File: src/rtl/mem_wb_stage_elastic_pkg.sv
// Shared types and constants for the elastic MEM->WB stage.
// Payload struct packs every per-instruction field so head and skid are single flop vectors.
package mem_wb_stage_elastic_pkg;

    localparam int N                 = 32;
    localparam int REG_FILE_ADDR_LEN = 5;

    typedef struct packed {
        logic                         wb_en;
        logic                         mem_r_en;
        logic [REG_FILE_ADDR_LEN-1:0] dest;
        logic [N-1:0]                 alu_res;
        logic [N-1:0]                 mem_read_val;
    } memwb_payload_t;

    // Encoding is {skid_v, head_v}; the two bits are read directly as valids.
    typedef enum logic [1:0] {
        SB_EMPTY = 2'b00,
        SB_ONE   = 2'b01,
        SB_TWO   = 2'b11
    } skid_state_e;

endpackage

File: src/rtl/mem_wb_stage_elastic_skid_buf.sv
// memwb_skid_buf: generic 2-entry valid/ready skid buffer.
// in_ready is a flop bit (skid valid inverted), so no combinational path
// runs from out_ready back to in_ready. Flush clears valids only.
module memwb_skid_buf
    import mem_wb_stage_elastic_pkg::*;
#(
    parameter int W = 8
) (
    input  logic         clk,
    input  logic         rstn,
    input  logic         flush,
    input  logic         in_valid,
    output logic         in_ready,
    input  logic [W-1:0] in_data,
    output logic         out_valid,
    input  logic         out_ready,
    output logic [W-1:0] out_data
);

    skid_state_e  state_q, state_d;
    logic [W-1:0] head_q, head_d;
    logic [W-1:0] skid_q, skid_d;
    logic         in_fire, out_fire;

    assign in_ready  = ~state_q[1];
    assign out_valid = state_q[0];
    assign out_data  = head_q;
    assign in_fire   = in_valid & in_ready;
    assign out_fire  = out_valid & out_ready;

    // Next-state and payload steering; flush overrides the state only.
    always_comb begin
        state_d = state_q;
        head_d  = head_q;
        skid_d  = skid_q;
        case (state_q)
            SB_EMPTY: begin
                if (in_fire) begin
                    state_d = SB_ONE;
                    head_d  = in_data;
                end
            end
            SB_ONE: begin
                if (in_fire && out_fire) begin
                    head_d = in_data;
                end else if (in_fire) begin
                    state_d = SB_TWO;
                    skid_d  = in_data;
                end else if (out_fire) begin
                    state_d = SB_EMPTY;
                end
            end
            SB_TWO: begin
                if (out_fire) begin
                    state_d = SB_ONE;
                    head_d  = skid_q;
                end
            end
            default: state_d = SB_EMPTY;
        endcase
        if (flush) begin
            state_d = SB_EMPTY;
        end
    end

    // State and payload registers, asynchronously cleared.
    always_ff @(posedge clk or negedge rstn) begin
        if (!rstn) begin
            state_q <= SB_EMPTY;
            head_q  <= '0;
            skid_q  <= '0;
        end else begin
            state_q <= state_d;
            head_q  <= head_d;
            skid_q  <= skid_d;
        end
    end

endmodule

File: src/rtl/mem_wb_stage_elastic.sv
// mem_wb_stage_elastic: MEM->WB stage with valid/ready skid buffering,
// synchronous flush, write-back data mux and register-0 write drop.
// Optional stall counter enabled by defining MEMWB_PERF_EN.
module mem_wb_stage_elastic
    import mem_wb_stage_elastic_pkg::*;
#(
    parameter int DATA_W        = N,
    parameter int ADDR_W        = REG_FILE_ADDR_LEN,
    parameter bit ZERO_REG_DROP = 1'b1
) (
    input  logic              clk,
    input  logic              rstn,
    input  logic              in_valid,
    output logic              in_ready,
    input  logic              wb_en_in,
    input  logic              mem_r_en_in,
    input  logic [ADDR_W-1:0] dest_in,
    input  logic [DATA_W-1:0] alu_res_in,
    input  logic [DATA_W-1:0] mem_read_val_in,
    input  logic              flush,
    output logic              out_valid,
    input  logic              out_ready,
    output logic              wb_en,
    output logic              mem_r_en,
    output logic [ADDR_W-1:0] dest,
    output logic [DATA_W-1:0] alu_res,
    output logic [DATA_W-1:0] mem_read_val,
    output logic [DATA_W-1:0] wb_data,
    output logic              wb_we,
    output logic [31:0]       perf_stall_cnt
);

    localparam int PAY_W = $bits(memwb_payload_t);

    memwb_payload_t in_pl, out_pl;
    logic           zero_drop;

    assign in_pl.wb_en        = wb_en_in;
    assign in_pl.mem_r_en     = mem_r_en_in;
    assign in_pl.dest         = dest_in;
    assign in_pl.alu_res      = alu_res_in;
    assign in_pl.mem_read_val = mem_read_val_in;

    memwb_skid_buf #(.W(PAY_W)) u_skid (
        .clk       (clk),
        .rstn      (rstn),
        .flush     (flush),
        .in_valid  (in_valid),
        .in_ready  (in_ready),
        .in_data   (in_pl),
        .out_valid (out_valid),
        .out_ready (out_ready),
        .out_data  (out_pl)
    );

    assign wb_en        = out_pl.wb_en;
    assign mem_r_en     = out_pl.mem_r_en;
    assign dest         = out_pl.dest;
    assign alu_res      = out_pl.alu_res;
    assign mem_read_val = out_pl.mem_read_val;

    // Loads write back memory data, everything else the ALU result.
    assign wb_data   = out_pl.mem_r_en ? out_pl.mem_read_val : out_pl.alu_res;
    assign zero_drop = ZERO_REG_DROP && (out_pl.dest == '0);
    // A flushed head must not reach the register file even if accepted.
    assign wb_we     = out_valid & out_ready & out_pl.wb_en & ~zero_drop & ~flush;

`ifdef MEMWB_PERF_EN
    logic [31:0] stall_cnt_q, stall_cnt_d;

    // Count cycles where a valid head is held back, saturating at all-ones.
    always_comb begin
        stall_cnt_d = stall_cnt_q;
        if (out_valid && !out_ready && !flush && (stall_cnt_q != 32'hFFFF_FFFF)) begin
            stall_cnt_d = stall_cnt_q + 32'd1;
        end
    end

    // Stall counter register, cleared only by reset.
    always_ff @(posedge clk or negedge rstn) begin
        if (!rstn) begin
            stall_cnt_q <= 32'd0;
        end else begin
            stall_cnt_q <= stall_cnt_d;
        end
    end

    assign perf_stall_cnt = stall_cnt_q;
`else
    assign perf_stall_cnt = 32'd0;
`endif

endmodule
File: config.mk
export PLATFORM = sky130hd
export DESIGN_NAME = mem_wb_stage_elastic
export DESIGN_NICKNAME = d
export VERILOG_FILES = /design/src/rtl/mem_wb_stage_elastic_pkg.sv /design/src/rtl/mem_wb_stage_elastic_skid_buf.sv /design/src/rtl/mem_wb_stage_elastic.sv
export SDC_FILE = /design/constraint.sdc
export NUM_CORES = 1
export LEC_CHECK = 0
export CORE_MARGIN = 3
export CORE_UTILIZATION = 45
export DETAILED_ROUTE_END_ITERATION = 8
export PLACE_DENSITY = 0.78
export SYNTH_ARGS = -nofsm -noshare
export SYNTH_HDL_FRONTEND = slang
export SYNTH_SLANG_ARGS = --single-unit
File: constraint.sdc
create_clock -name clk -period 2.23 [get_ports clk]
set_input_delay 0.669 -clock clk [delete_from_list [all_inputs] [get_ports clk]]
set_output_delay 0.669 -clock clk [all_outputs]
set_load 0.01 [all_outputs]
==> implementation parameters <==
Parameter                              Value

Status
  Run status ... finished with violations
  Failing checks ... negative setup slack

Floorplan
  Overall die area ... 16990 um^2
  Horizontal die dimension ... 130.3 um
  Initial standard-cell utilization of the core ... 0.4698
  Row Count ... 44
  Top-Level Pins ... 214
  Floorplan Core Area ... 14810 um^2
  Die Y ... 130.3 um

Finish
  Post-layout net count ... 849
  Util after Layout ... 0.6727
  Most common library cell in the layout ignoring fill and taps ... sky130_fd_sc_hd__clkdlybuf4s50_1
  Fraction of layout cells with a size suffix above 1 ... 0.2841
  Most used cells in the layout excluding fill and tap cells ... sky130_fd_sc_hd__clkdlybuf4s50_1 (144), sky130_fd_sc_hd__dfrtp_1 (143), sky130_fd_sc_hd__mux2_2 (96)
  P&R area growth vs syn ... 43.20%
  Diodes inserted ... 0

Timing
  Achievable clock frequency ... 432.4 MHz
  Crit share post-route ... 1.037
  Rel. slew slack ... 0.6397
  Count of pins over their slew limit ... 0
  Final count of negative-setup-slack endpoints ... 15
  RSZ-0062 raised after global routing ... yes
  Final worst hold slack ... 211.6 ps
  Post-layout min period ... 2313 ps
  Worst Clk Skew ... 6.983 ps
  Fin worst setup slack ... -82.87 ps
  Actual transition at the worst max-transition pin ... 540.5 ps
  Final hold violation count ... 0

Flow run
  Reported max-cap violation count ... 0

Global routing
  Pin count of the biggest net entering global routing ... 72
  Via count of the first global-routing pass ... 5529
  Total global-route track usage ... 0.2204
  Initial antenna violation count ... 0
  Remaining Overflow, GRT ... 0
  First-pass GRT wire length ... 28.88 mm

Synth
  Count of synthesis-stage warnings from yosys ... 0
  Gate count of the mapped netlist ... 569
  Mean instance size in the synthesized netlist ... 12.23 um^2
  Sequential element share of the synthesized area ... 0.5180
  #FFs+latches synth ... 144
  Number of distinct standard cells referenced by the synthesized netlist ... 24
  Cell area after technology mapping ... 6957 um^2

Power
  Switching Fraction ... 0.3414
  Part of the total power dissipated in the clock network ... 0.183
  Logic pwr share ... 0.503
  Net load switching power ... 5.326 mW
  Internal power ... 10.27 mW
  Maximum ir drop on the vdd rail ... 826.5 uV
  Fraction of power consumed by sequential logic ... 0.314
  Leakage power ... 4.051 nW
  Cell area power density ... 1566 nW/um^2

Worst setup path
  Startpoint type of the worst setup path ... register
  Peak fanout along the critical path ... 2
  Kind of end point of the critical path ... output port
  Internal reg-to-reg setup slack ... 280 ps
  CP Data Required Time ... 1560 ps
  Worst Path Class, Setup ... reg -> out
  Data arrival time of the critical path ... 1640 ps

Clock tree
  Max Root-Sink Buffers ... 2
  Clock tree root driver cell ... sky130_fd_sc_hd__clkbuf_16
  Hold buffer count at CTS ... 0
  Count of clock tree sinks ... 144
  Htree depth ... 4
  Clock tree from TritonCTS ... built
  Clk pin slew, worst setup/hold paths ... 60 ps
  Skew-Pair Late Insertion Delay ... 410 ps
  Number of buffers created by CTS ... 17

Detailed routing
  1st-iter DRT viols ... 301
  Wire per inst ... 19.06 um
  Total detailed-routing wirelength ... 18.33 mm
  Remaining antenna violation count after routing ... 0
  Number of vias after detailed routing ... 5339
  First drt pass iteration count ... 4
  DRC errors left ... 0
  Vias per cell ... 5.550

Placed design
  RePlAce Congestion ... 0.7947
  Count of buffers from port buffering ... 181
  Half-perimeter wire length after placement ... 12.14 mm

Hold path
  Path category of the worst min-delay check ... in -> async
-- worst paths after layout --
check	startpoint	endpoint	depth (start not counted)
setup / recovery	u_skid.out_data[67]	wb_we	4
hold reg to reg	u_skid.skid_q[41]	u_skid.skid_q[41]	1
max in group asynchronous	rstn	u_skid.out_data[44]	2
hold / removal	rstn	u_skid.skid_q[57]	1
min in group clk	u_skid.skid_q[41]	u_skid.skid_q[41]	1
setup reg to reg	u_skid.state_q[1]	u_skid.skid_q[44]	6
-- logic make-up after synthesis --
family / Yosys count / synth area share
buffers and inverters: 84 / 0.06781
and+or+nand+nor: 11 / 0.008996
other: 1 / 0.0005391
adders and majority gates: 5 / 0.008993
DFF: 144 / 0.5180
xor gates and xnor gates: 1 / 0.001259
AOI/OAI and AO/OA: 147 / 0.1227
muxes: 176 / 0.2718
-- power groups by stage --
stage	sequential (mW)	combinational (mW)	clock [mW]
5_1_grt	5.06	8.44	3.02
2_1_floorplan	4.95	3.54	0
6_report	4.91	7.84	2.85
3_5_place_dp	4.90	7.34	0
4_1_cts	4.88	7.84	2.90
3_3_place_gp	4.81	7.11	0
-- state kept, by name (all words and copies together) (netlist names) --
register and cells:
u_skid.state_q 2, u_skid.skid_q 71, u_skid.out_data 71
-- metrics by stage --
step                      setup TNS, ps  cell area, um^2  worst slack, ps  total power [mW]  cells
after floorplan                       0             7073            217.8             8.487    600
after global placement           -10400             9168           -489.3             11.93    925
after detailed placement         -13070             9168           -467.8             12.24    925
after CTS                         -1885             9932           -115.8             15.61    963
after global routing              -1710             9962           -143.3             16.53    962
final                            -830.4             9962           -82.87             15.60    962
-- Yosys cell counts --
cell | count | area share
sky130_fd_sc_hd__clkbuf_1 | 16 | 0.0086
sky130_fd_sc_hd__nor4b_1 | 1 | 0.0013
sky130_fd_sc_hd__a31oi_1 | 71 | 0.064
sky130_fd_sc_hd__and3_1 | 1 | 0.00090
sky130_fd_sc_hd__nand2_1 | 2 | 0.0011
sky130_fd_sc_hd__buf_4 | 34 | 0.037
sky130_fd_sc_hd__mux2_2 | 103 | 0.17
sky130_fd_sc_hd__o21ai_2 | 1 | 0.0013
sky130_fd_sc_hd__o21ai_0 | 1 | 0.00072
sky130_fd_sc_hd__xnor2_1 | 1 | 0.0013
sky130_fd_sc_hd__mux2i_1 | 73 | 0.11
sky130_fd_sc_hd__a22o_1 | 1 | 0.0013
sky130_fd_sc_hd__nor2_1 | 2 | 0.0011
sky130_fd_sc_hd__inv_1 | 3 | 0.0016
sky130_fd_sc_hd__ha_1 | 5 | 0.0090
sky130_fd_sc_hd__nand2_2 | 1 | 0.00090
sky130_fd_sc_hd__buf_1 | 8 | 0.0043
sky130_fd_sc_hd__conb_1 | 1 | 0.00054
sky130_fd_sc_hd__a21oi_1 | 72 | 0.052
sky130_fd_sc_hd__a221oi_4 | 1 | 0.0038
sky130_fd_sc_hd__or4_1 | 1 | 0.0011
sky130_fd_sc_hd__dfrtp_1 | 144 | 0.52
sky130_fd_sc_hd__nand2b_1 | 3 | 0.0027
sky130_fd_sc_hd__buf_2 | 23 | 0.017
-- per-layer routing --
metal	share of wire	up-vias	GRT usage	wire, um
met1	0.41	2671	0.2685	7519
met4	0.019	0	0.07139	342
met5	0	-	0	0
met3	0.066	30	0.06140	1209
met2	0.51	199	0.3799	9259
li1	-	2439	-	-
-- timing repair --
| item | CTS | global route |
|---|---|---|
| pin swaps | 3 | 2 |
| endpoints found under the setup margin | 36 | 30 |
| gates resized for setup | 175 | 17 |
| setup buffers | 5 | 1 |
| cloned | 4 | 0 |
-- worst max-delay path, cell delays in order (launching register included) --
cell and delay [ps]:
sky130_fd_sc_hd__dfrtp_1 370, sky130_fd_sc_hd__or4_4 560, sky130_fd_sc_hd__nor2_4 120, sky130_fd_sc_hd__nor4b_2 50, sky130_fd_sc_hd__buf_2 130
-- area by class of cell --
| type | count | area [um^2] |
|---|---|---|
| sequential | 144 | 3605 |
| fill | 1046 | 4847 |
| inverter | 3 | 11.26 |
| clock buffer | 23 | 478.0 |
| timing repair buffer | 230 | 2461 |
| multi-input combinational | 372 | 3069 |
| tap | 184 | 230.2 |
| clock inverter | 6 | 107.6 |
(Power assumes the default switching activity.)
==> RTL edit, RTL diff (config.mk and constraints unchanged) <==
The parameter `ZERO_REG_DROP` goes from 1'b1 to 1'b0.
--- a/src/rtl/mem_wb_stage_elastic.sv
+++ b/src/rtl/mem_wb_stage_elastic.sv
@@ -7,5 +7,5 @@
     parameter int DATA_W        = N,
     parameter int ADDR_W        = REG_FILE_ADDR_LEN,
-    parameter bit ZERO_REG_DROP = 1'b1
+    parameter bit ZERO_REG_DROP = 1'b0
 ) (
     input  logic              clk,
Function: changed (a bounded check fails within 4 cycles, from zero or initial values and one cycle with rstn low).
==> RTL edit against the original RTL <==
  * Final cell count is 1.5% lower
  * Utilization down 0.25 points
  * Largest power group unchanged
  * Sequential power down 0.8%
  * Count of clock-buffer cells in the layout fell by 5
  * Power down 7.9%
  * Sequential share of layout area rose by 1.7 points
  * Clock power is 8.4% lower
  * Routed wire length fell by 12%
  * Hold slack improved by 16 ps
  * Final area fell by 4.4%
  * Setup slack better by 59 ps
  * The flow still finishes with violations (negative setup slack)
  * Critical path type unchanged
  * Die area shrank 3.6%
  * Sequential cell count is the same
  * Area after synthesis fell by 3.8%
==> RTL edit: results (changes against the original RTL) <==
stage	metric	value	unit	change
sta	setup TNS	-142	ps	was -830 ps
cells_and_area	Final #Nets	836		was 849
sta	Least-Margin Pin Slew	582	ps	was 540 ps
synth	mux contribution to synthesized area	28.1	%	was 27.2%
setup_path	R2R depth	8		was 6
synth	Synth cell types	26		was 24
pwr	clock group power	2.61	mW	was 2.85 mW
setup_path	CP arrival	1580	ps	was 1640 ps
pwr	Sequential Power Share	33.9	%	was 31.4%
place	HPWL after DPL	10900	µm	was 12100 µm
synth	commonest cells in the netlist	144 x dfrtp_1, 103 x mux2_2, 72 x mux2i_1		was 144 x dfrtp_1, 103 x mux2_2, 73 x mux2i_1
setup_path	R2R Path End	u_skid.out_data[31]$_DFFE_PN0P_		was u_skid.skid_q[44]$_DFFE_PN0P_
place	Port-buffer cells	181		unchanged
hold_path	Hold/Removal Path Class	in -> async		unchanged
setup_path	Worst Path Max Fanout	7		was 2
cells_and_area	FILL cells	1089		was 1046
place	pre-CTS WS	-393	ps	was -468 ps
setup_path	crit path launch	u_skid.out_data[69]$_DFFE_PN0P_		was u_skid.out_data[67]$_DFFE_PN0P_
setup_path	Largest stage delay, worst path	440	ps	was 560 ps
detailed_routing	final WL	16200	µm	was 18300 µm
setup_path	Worst path slowest cell	dfrtp_2		was or4_4
setup_path	Setup crit end	wb_data[26]		was wb_we
synth	sequential fraction of the synthesis area	53.8	%	was 51.8%
global_route	vias in the first global route	5179		was 5529
pwr	sw frac	34.1	%	about the same
clocking	# resized after CTS	170		was 175
synth	top post-synthesis cells by area	dfrtp_1 54%, mux2_2 17%, mux2i_1 11%		was dfrtp_1 52%, mux2_2 17%, mux2i_1 11%
detailed_routing	via/cell ratio	5.09		was 5.55
synth	post-synthesis adder-cell area fraction	0.934	%	was 0.899%
detailed_routing	WL/cell	17.1	µm	was 19.1 µm
place	dpl cells	912		was 925
clocking	worst-skew pair later-pin latency	410	ps	about the same
place	Placed Instance Area	8860	µm²	was 9170 µm²
synth	ys async rst share	100	%	unchanged
sta	Final setup violation count	13		was 15
global_route	first-pass GRT wire length	26200	µm	was 28900 µm
global_route	Total Routing Usage GR	20.4	%	was 22.0%
detailed_routing	Iter 0 DRT Violations	191		was 301
synth	Synth Area in XOR/XNOR	0.131	%	was 0.126%
outcome	failing checks	negative setup slack		unchanged
sta	Clock Skew	5.73	ps	was 6.98 ps
synth	syn avg cell area	12.1	µm²	was 12.2 µm²
cells_and_area	ratio of cells with drive above 1 in the final layout	27.9	%	was 28.4%
detailed_routing	drt first pass iters	4		unchanged
sta	Final Hold Fails	0		unchanged
pwr	worst ir drop on vdd	0.864	mV	was 0.827 mV
global_route	initial antenna violation count	0		unchanged
outcome	status	finished with violations		unchanged
clocking	Setup Buffers After CTS	4		was 5
place	gp weighted congestion	0.760		was 0.795
pwr	static leakage	3.97	nW	was 4.05 nW
setup_path	flop2flop setup slack	150	ps	was 280 ps
synth	compound-gate portion of the synthesized area	6.02	%	was 12.3%
sta	Worst Slack Setup Final	-23.6	ps	was -82.9 ps
## RTL edit: routing by layer
metal | track usage, % | share of wire [%] | vias up
li1 | - | - | 2264
met1 | 25.4 | 42 | 2359
met2 | 34.0 | 50 | 176
met3 | 5.79 | 7.2 | 24
met4 | 7.18 | 1.6 | 0
met5 | 0 | 0 | -
## RTL edit: final cells by class
type,instances,area (µm²),area share [%]
multi-input cells,371,2900,30.5
clock buffers,18,429,4.51
flip-flops and latches,144,3610,37.9
well taps,180,225,2.37
inverters,2,7.51,0.0789
repair buffers,219,2230,23.4
clock inverters,14,118,1.24
## RTL edit: critical path, delay by kind of cell (launching register included)
family   cells  cell delay [ps]
buf+inv      3              420
flops        1              440
mux          1              310
## RTL edit: stage by stage
stage / hold slack [ps] / utilization, %
2_1_floorplan: 373 / -
3_3_place_gp: 486 / 62.4
3_5_place_dp: 494 / 62.4
4_1_cts: 255 / 67.3
5_1_grt: 265 / 67.0
6_report: 228 / 67.0
